File: config.mk
export PLATFORM = sky130hd
export DESIGN_NAME = systolic_feeder
export DESIGN_NICKNAME = d
export VERILOG_FILES = /design/src/rtl/systolic_feeder_pkg.sv /design/src/rtl/systolic_feeder_skew_line.sv /design/src/rtl/systolic_feeder.sv
export SDC_FILE = /design/constraint.sdc
export NUM_CORES = 1
export LEC_CHECK = 0
export ABC_AREA = 0
export CAP_MARGIN = 0
export CORE_UTILIZATION = 53
export DETAILED_ROUTE_END_ITERATION = 12
export PLACE_DENSITY = 0.93
export SLEW_MARGIN = 20
export SYNTH_ARGS = -nofsm -noshare
export SYNTH_HDL_FRONTEND = slang
export SYNTH_SLANG_ARGS = --single-unit
File: constraint.sdc
create_clock -name clk -period 6.49 [get_ports clk]
set_input_delay 0.9735 -clock clk [delete_from_list [all_inputs] [get_ports clk]]
set_output_delay 0.9735 -clock clk [all_outputs]
set_load 0.02 [all_outputs]
File: src/rtl/systolic_feeder_pkg.sv
`default_nettype none
// ============================================================================
//  systolic_feeder_pkg : operand element type and array geometry for the feeder
//  Rev 1.0
// ============================================================================
`ifndef SYS_ARRAY_LEN
`define SYS_ARRAY_LEN 4
`endif

package systolic_feeder_pkg;

   localparam int unsigned SYS_N  = `SYS_ARRAY_LEN;
   localparam int unsigned DATA_W = 16;
   localparam int unsigned MAX_K  = 256;
   localparam int unsigned KW     = $clog2(MAX_K + 1);

   typedef struct packed {
      logic              valid;
      logic [DATA_W-1:0] data;
   } scalar_t;

   localparam scalar_t SCALAR_ZERO = '0;

   // Data never travels without its valid bit.
   function automatic scalar_t sanitize(input scalar_t s);
      return s.valid ? s : SCALAR_ZERO;
   endfunction

endpackage

`default_nettype wire

File: src/rtl/systolic_feeder_skew_line.sv
`default_nettype none
// ============================================================================
//  systolic_feeder_skew_line : DEPTH-stage scalar delay line, async reset to zero
//  Rev 1.0
// ============================================================================
module systolic_feeder_skew_line
   import systolic_feeder_pkg::*;
#(
   parameter int unsigned DEPTH = 1
) (
   input  logic    clk,
   input  logic    rst_n,
   input  scalar_t d_i,
   output scalar_t q_o
);

   scalar_t [DEPTH-1:0] pipe_q;

   always_ff @(posedge clk or negedge rst_n) begin
      if (!rst_n) begin
         pipe_q <= '0;
      end else begin
         pipe_q[0] <= d_i;
         for (int s = 1; s < int'(DEPTH); s++) begin
            pipe_q[s] <= pipe_q[s-1];
         end
      end
   end

   assign q_o = pipe_q[DEPTH-1];

endmodule

`default_nettype wire

File: src/rtl/systolic_feeder.sv
`default_nettype none
// ============================================================================
//  systolic_feeder : accepts K operand steps per job and drives them onto the
//  array as a diagonal wavefront (lane i delayed i+1 cycles). Rev 1.0
// ============================================================================
module systolic_feeder
   import systolic_feeder_pkg::*;
#(
   parameter int unsigned N = SYS_N
) (
   input  logic             clk,
   input  logic             rst_n,
   input  logic             start,
   input  logic [KW-1:0]    k_len,
   input  logic             vec_valid,
   output logic             vec_ready,
   input  scalar_t [N-1:0]  a_vec,
   input  scalar_t [N-1:0]  b_vec,
   output scalar_t [N-1:0]  row_out,
   output scalar_t [N-1:0]  col_out,
   output logic             clear,
   input  logic             array_ready,
   output logic             busy,
   output logic             done
);

   localparam int unsigned PW = $clog2(N + 2);

   typedef enum logic [2:0] {
      S_IDLE   = 3'd0,
      S_CLEAR  = 3'd1,
      S_FEED   = 3'd2,
      S_DRAIN  = 3'd3,
      S_SETTLE = 3'd4,
      S_DONE   = 3'd5
   } state_e;

   state_e          state_q;
   logic [KW-1:0]   k_len_q;
   logic [KW-1:0]   k_len_d;
   logic [KW-1:0]   step_cnt_q;
   logic [PW-1:0]   phase_cnt_q;
   logic            clear_q;
   logic            done_q;
   logic            busy_q;
   logic            accept;

   assign k_len_d   = (k_len > KW'(MAX_K)) ? KW'(MAX_K) : k_len;
   assign vec_ready = (state_q == S_FEED);
   assign accept    = vec_valid && vec_ready;

   always_ff @(posedge clk or negedge rst_n) begin
      if (!rst_n) begin
         state_q     <= S_IDLE;
         k_len_q     <= '0;
         step_cnt_q  <= '0;
         phase_cnt_q <= '0;
         clear_q     <= 1'b0;
         done_q      <= 1'b0;
         busy_q      <= 1'b0;
      end else begin
         clear_q <= 1'b0;
         done_q  <= 1'b0;
         case (state_q)
            S_IDLE: begin
               if (start) begin
                  busy_q <= 1'b1;
                  if (k_len == '0) begin
                     state_q <= S_DONE;
                     done_q  <= 1'b1;
                  end else begin
                     state_q <= S_CLEAR;
                     clear_q <= 1'b1;
                     k_len_q <= k_len_d;
                  end
               end
            end
            S_CLEAR: begin
               state_q    <= S_FEED;
               step_cnt_q <= '0;
            end
            S_FEED: begin
               if (accept) begin
                  step_cnt_q <= step_cnt_q + KW'(1);
                  if (step_cnt_q + KW'(1) == k_len_q) begin
                     state_q     <= S_DRAIN;
                     phase_cnt_q <= '0;
                  end
               end
            end
            S_DRAIN: begin
               // N cycles flush the deepest lane after the final accept.
               if (phase_cnt_q == PW'(N - 1)) begin
                  state_q     <= S_SETTLE;
                  phase_cnt_q <= '0;
               end else begin
                  phase_cnt_q <= phase_cnt_q + PW'(1);
               end
            end
            S_SETTLE: begin
               // N+1 cycles cover the array shift depth plus its ready register.
               if (phase_cnt_q == PW'(N)) begin
                  if (array_ready) begin
                     state_q <= S_DONE;
                     done_q  <= 1'b1;
                  end
               end else begin
                  phase_cnt_q <= phase_cnt_q + PW'(1);
               end
            end
            S_DONE: begin
               state_q <= S_IDLE;
               busy_q  <= 1'b0;
            end
            default: begin
               state_q <= S_IDLE;
               busy_q  <= 1'b0;
            end
         endcase
      end
   end

   assign clear = clear_q;
   assign done  = done_q;
   assign busy  = busy_q;

   for (genvar i = 0; i < int'(N); i++) begin : g_lane
      scalar_t a_in;
      scalar_t b_in;

      assign a_in = accept ? sanitize(a_vec[i]) : SCALAR_ZERO;
      assign b_in = accept ? sanitize(b_vec[i]) : SCALAR_ZERO;

      systolic_feeder_skew_line #(.DEPTH(i + 1)) u_row (
         .clk   (clk),
         .rst_n (rst_n),
         .d_i   (a_in),
         .q_o   (row_out[i])
      );

      systolic_feeder_skew_line #(.DEPTH(i + 1)) u_col (
         .clk   (clk),
         .rst_n (rst_n),
         .d_i   (b_in),
         .q_o   (col_out[i])
      );
   end

endmodule

`default_nettype wire
==> run summary <==
Cts hold-fix bufs: 0
Setup slack, reg-to-reg: 4040 ps
Vias in the first global route: 6,850
Max_cap viols: 0
Fin crit share: 48.1%
Critical path fanouts, max: 13
End of the critical path: vec_ready
CP Launch Type: flip-flop
Wirelength, routed: 24.2 mm
RD Place Congestion: 0.813
Critical Path Start: state_q[2]
Maximum vdd drop: 0.226 mV
Core outline area: 0.0219 mm2
Critical Path RT: 5520 ps
Initial Util: 54.4%
CP endpoint kind: primary output
Row Count: 54
Setup repair after global routing missed its margin: false
Clock share of power: 36.3%
Wire per inst: 18.9 um
Seq/Total Area, Yosys: 77.1%
Post-layout minimum cycle time: 3120 ps
Post-CTS setup buffers: 0
Nets: 1,134
Pwr/cell area: 358 mW/mm2
DP Wirelength: 15.7 mm
TritonRoute pass-1 iters: 4
Initial antenna violation count: 1
Root buf cell: clkbuf_16
Final ANT Viol Nets: 0
Yosys top cell by area: dfrtp_1
CTS tree: built
Switching share of power: 25.3%
Rel. slew slack: 35.6%
Worst-Margin Slew: 967 ps
ANT cells: 0
Worst r2r src: step_cnt_q[0]
Skew final: 14.3 ps
Via density: 4.83
NetSw: 1.40 mW
Netlist cell types: 52
Comb pwr share: 15.3%
CTS Buf Count: 35
Top cell type's share of synthesized area: 77.1%
Number of H-tree levels: 2
R2r endpoint: phase_cnt_q[2]
Vias: 6,203
Yosys warnings: 0
Fmax: 321 MHz
Die area: 0.0231 mm2
Clock Latency Late Sink: 510 ps
Status: complete, no violations
IO buf count: 289
Crit Path Class: reg2out
First-pass GRT wire length: 38.0 mm
DIE HEIGHT: 152 um
CP arrival: 2150 ps
Hold wc startpoint: g_lane[3].u_col.pipe_q[37]
Internal power: 4.13 mW
Most area-consuming cells after synthesis: dfrtp_1, and2_1, buf_4
Largest net degree at the start of global routing: 188
Post-synthesis instance area: 0.0119 mm2
First DRT Iteration DRCs: 316
Clock-pin slew on the worst setup and hold paths: 60 ps
Setup TNS Final: 0 ps
Avg Inst Size Synth: 15.3 um2
I/O pin total: 290
Syn Inst Count: 779
Area Growth Syn to Fin: 29.5%
Clk sinks: 367
Reg2Reg Depth: 7
DRC Markers: 0
Total grt overflow: 0
Sequential share of power: 48.4%
#FFs+latches synth: 367
Endpoints failing setup: 0
Final slew viol count: 0
Class of the worst hold path: reg2reg
Layout cells sized above 1: 6.98%
CTS resizes: 0
Final hold slack: 337 ps
Fillers: 1,362
Clk buf depth: 3
Leak Pwr: 7.43 nW
Die Wd: 152 um
Total track usage: 21.6%
Final hold viol count: 0
Syn nets: 934
## critical path, cell delays in order (launching register included)
cell             delay (ps)
dfrtp_1                 550
nor2b_4                 190
and2_4                  270
clkdlybuf4s50_1         640
## kinds of logic after synthesis
| group | count (synthesis) | synth area share [%] |
|---|---|---|
| flops | 367 | 77.1 |
| mux | 2 | 0.179 |
| buf+inv | 141 | 8.12 |
| fa+ha+maj | 5 | 0.526 |
| compound gates | 50 | 2.62 |
| simple gates | 202 | 10.5 |
| xor+xnor | 12 | 0.946 |
## cells in the final DEF, fill, tap and decap left out, types with 2 or more instances in the layout
cell,synthesis,routed
a21oi_1,8,8
a31oi_1,3,3
and2_1,128,128
and3_1,11,11
clkbuf_1,13,8
clkbuf_16,0,36
clkbuf_8,2,11
clkdlybuf4s50_1,0,288
dfrtp_1,367,367
ha_1,5,5
inv_1,13,13
nand2_1,15,15
nand3_1,2,2
nand3b_1,8,8
nand4_1,3,3
nor2_1,15,15
nor3_1,3,3
nor4_1,2,2
o21ai_0,23,23
o21ai_1,2,2
o31ai_1,2,2
o41ai_1,2,2
or3_1,2,2
xnor2_1,9,9
xor2_1,2,2
## sequential cells by signal, summed over array words and instances (netlist names)
signal               cells
k_len_q                  9
g_lane.u_row.pipe_q    102
step_cnt_q               9
state_q                  3
done                     1
clear                    1
g_lane.u_row.q_o        68
g_lane.u_col.pipe_q    102
phase_cnt_q              3
g_lane.u_col.q_o        68
busy                     1
## final cells by class
type	count	area, um2	area share, %
flip-flops and latches	367	9180	59.6
multi-input cells	271	1750	11.4
repair buffers	291	2930	19.0
clock buffers	55	1080	7.02
well taps	280	350	2.27
clock inverters	6	76.3	0.495
inverters	13	48.8	0.316
## power by group through the flow
| stage | clock, mW | combinational (mW) | sequential (mW) |
|---|---|---|---|
| global route | 2.15 | 0.911 | 2.70 |
| floorplan | 0 | 0.524 | 2.70 |
| global placement | 0 | 0.810 | 2.69 |
| finish | 2.01 | 0.845 | 2.67 |
| detailed placement | 0 | 0.844 | 2.71 |
| CTS | 2.06 | 0.853 | 2.68 |
## per-layer routing
layer  vias up  GRT usage [%]  wire (um)
li1       2759              -          -
met3        56           5.25       1490
met4         0           9.76        980
met1      3117           25.4       8970
met2       271           37.7      12800
met5         -              0          0
## synthesized netlist by cell type, drive strengths merged
cell type / count
nor2b: 2
a21o: 1
xnor2: 9
clkbuf: 15
nor3: 3
nand3b: 8
o41ai: 2
a22oi: 1
mux2i: 1
o211ai: 1
a311oi: 1
a22o: 1
o31ai: 2
a31o: 1
a21oi: 9
nand4: 3
and4: 1
a21boi: 1
and2b: 1
a311o: 1
nand3: 4
or3: 2
nor2: 15
mux2: 1
nor4b: 1
xor2: 3
o2bb2ai: 1
nand2: 15
and2: 129
a31oi: 3
nand2b: 1
nor4bb: 1
dfrtp: 367
buf: 113
and3: 12
or2: 1
ha: 5
o21ai: 25
inv: 13
nor4: 3
## how the worst min path moves through the flow
stage	to	depth (start not counted)	slack [ps]
floorplan	g_lane[1].u_col.q_o[0]	0	330
global placement	g_lane[3].u_col.pipe_q[42]	0	330
detailed placement	g_lane[1].u_col.q_o[16]	0	330
CTS	g_lane[3].u_col.q_o[3]	0	340
global route	g_lane[3].u_col.pipe_q[38]	0	340
finish	g_lane[3].u_col.q_o[3]	0	340
## metrics by stage
step	worst slack, ps	std cells	instance area [um2]	power, mW	util, %
CTS	3350	1283	15400	5.59	70.4
global placement	3440	1222	14300	3.50	65.1
detailed placement	3390	1222	14300	3.56	65.1
floorplan	4230	779	11900	3.22	-
global route	3300	1283	15400	5.76	70.4
finish	3370	1283	15400	5.53	70.4
Power figures use the tool's default switching activity.
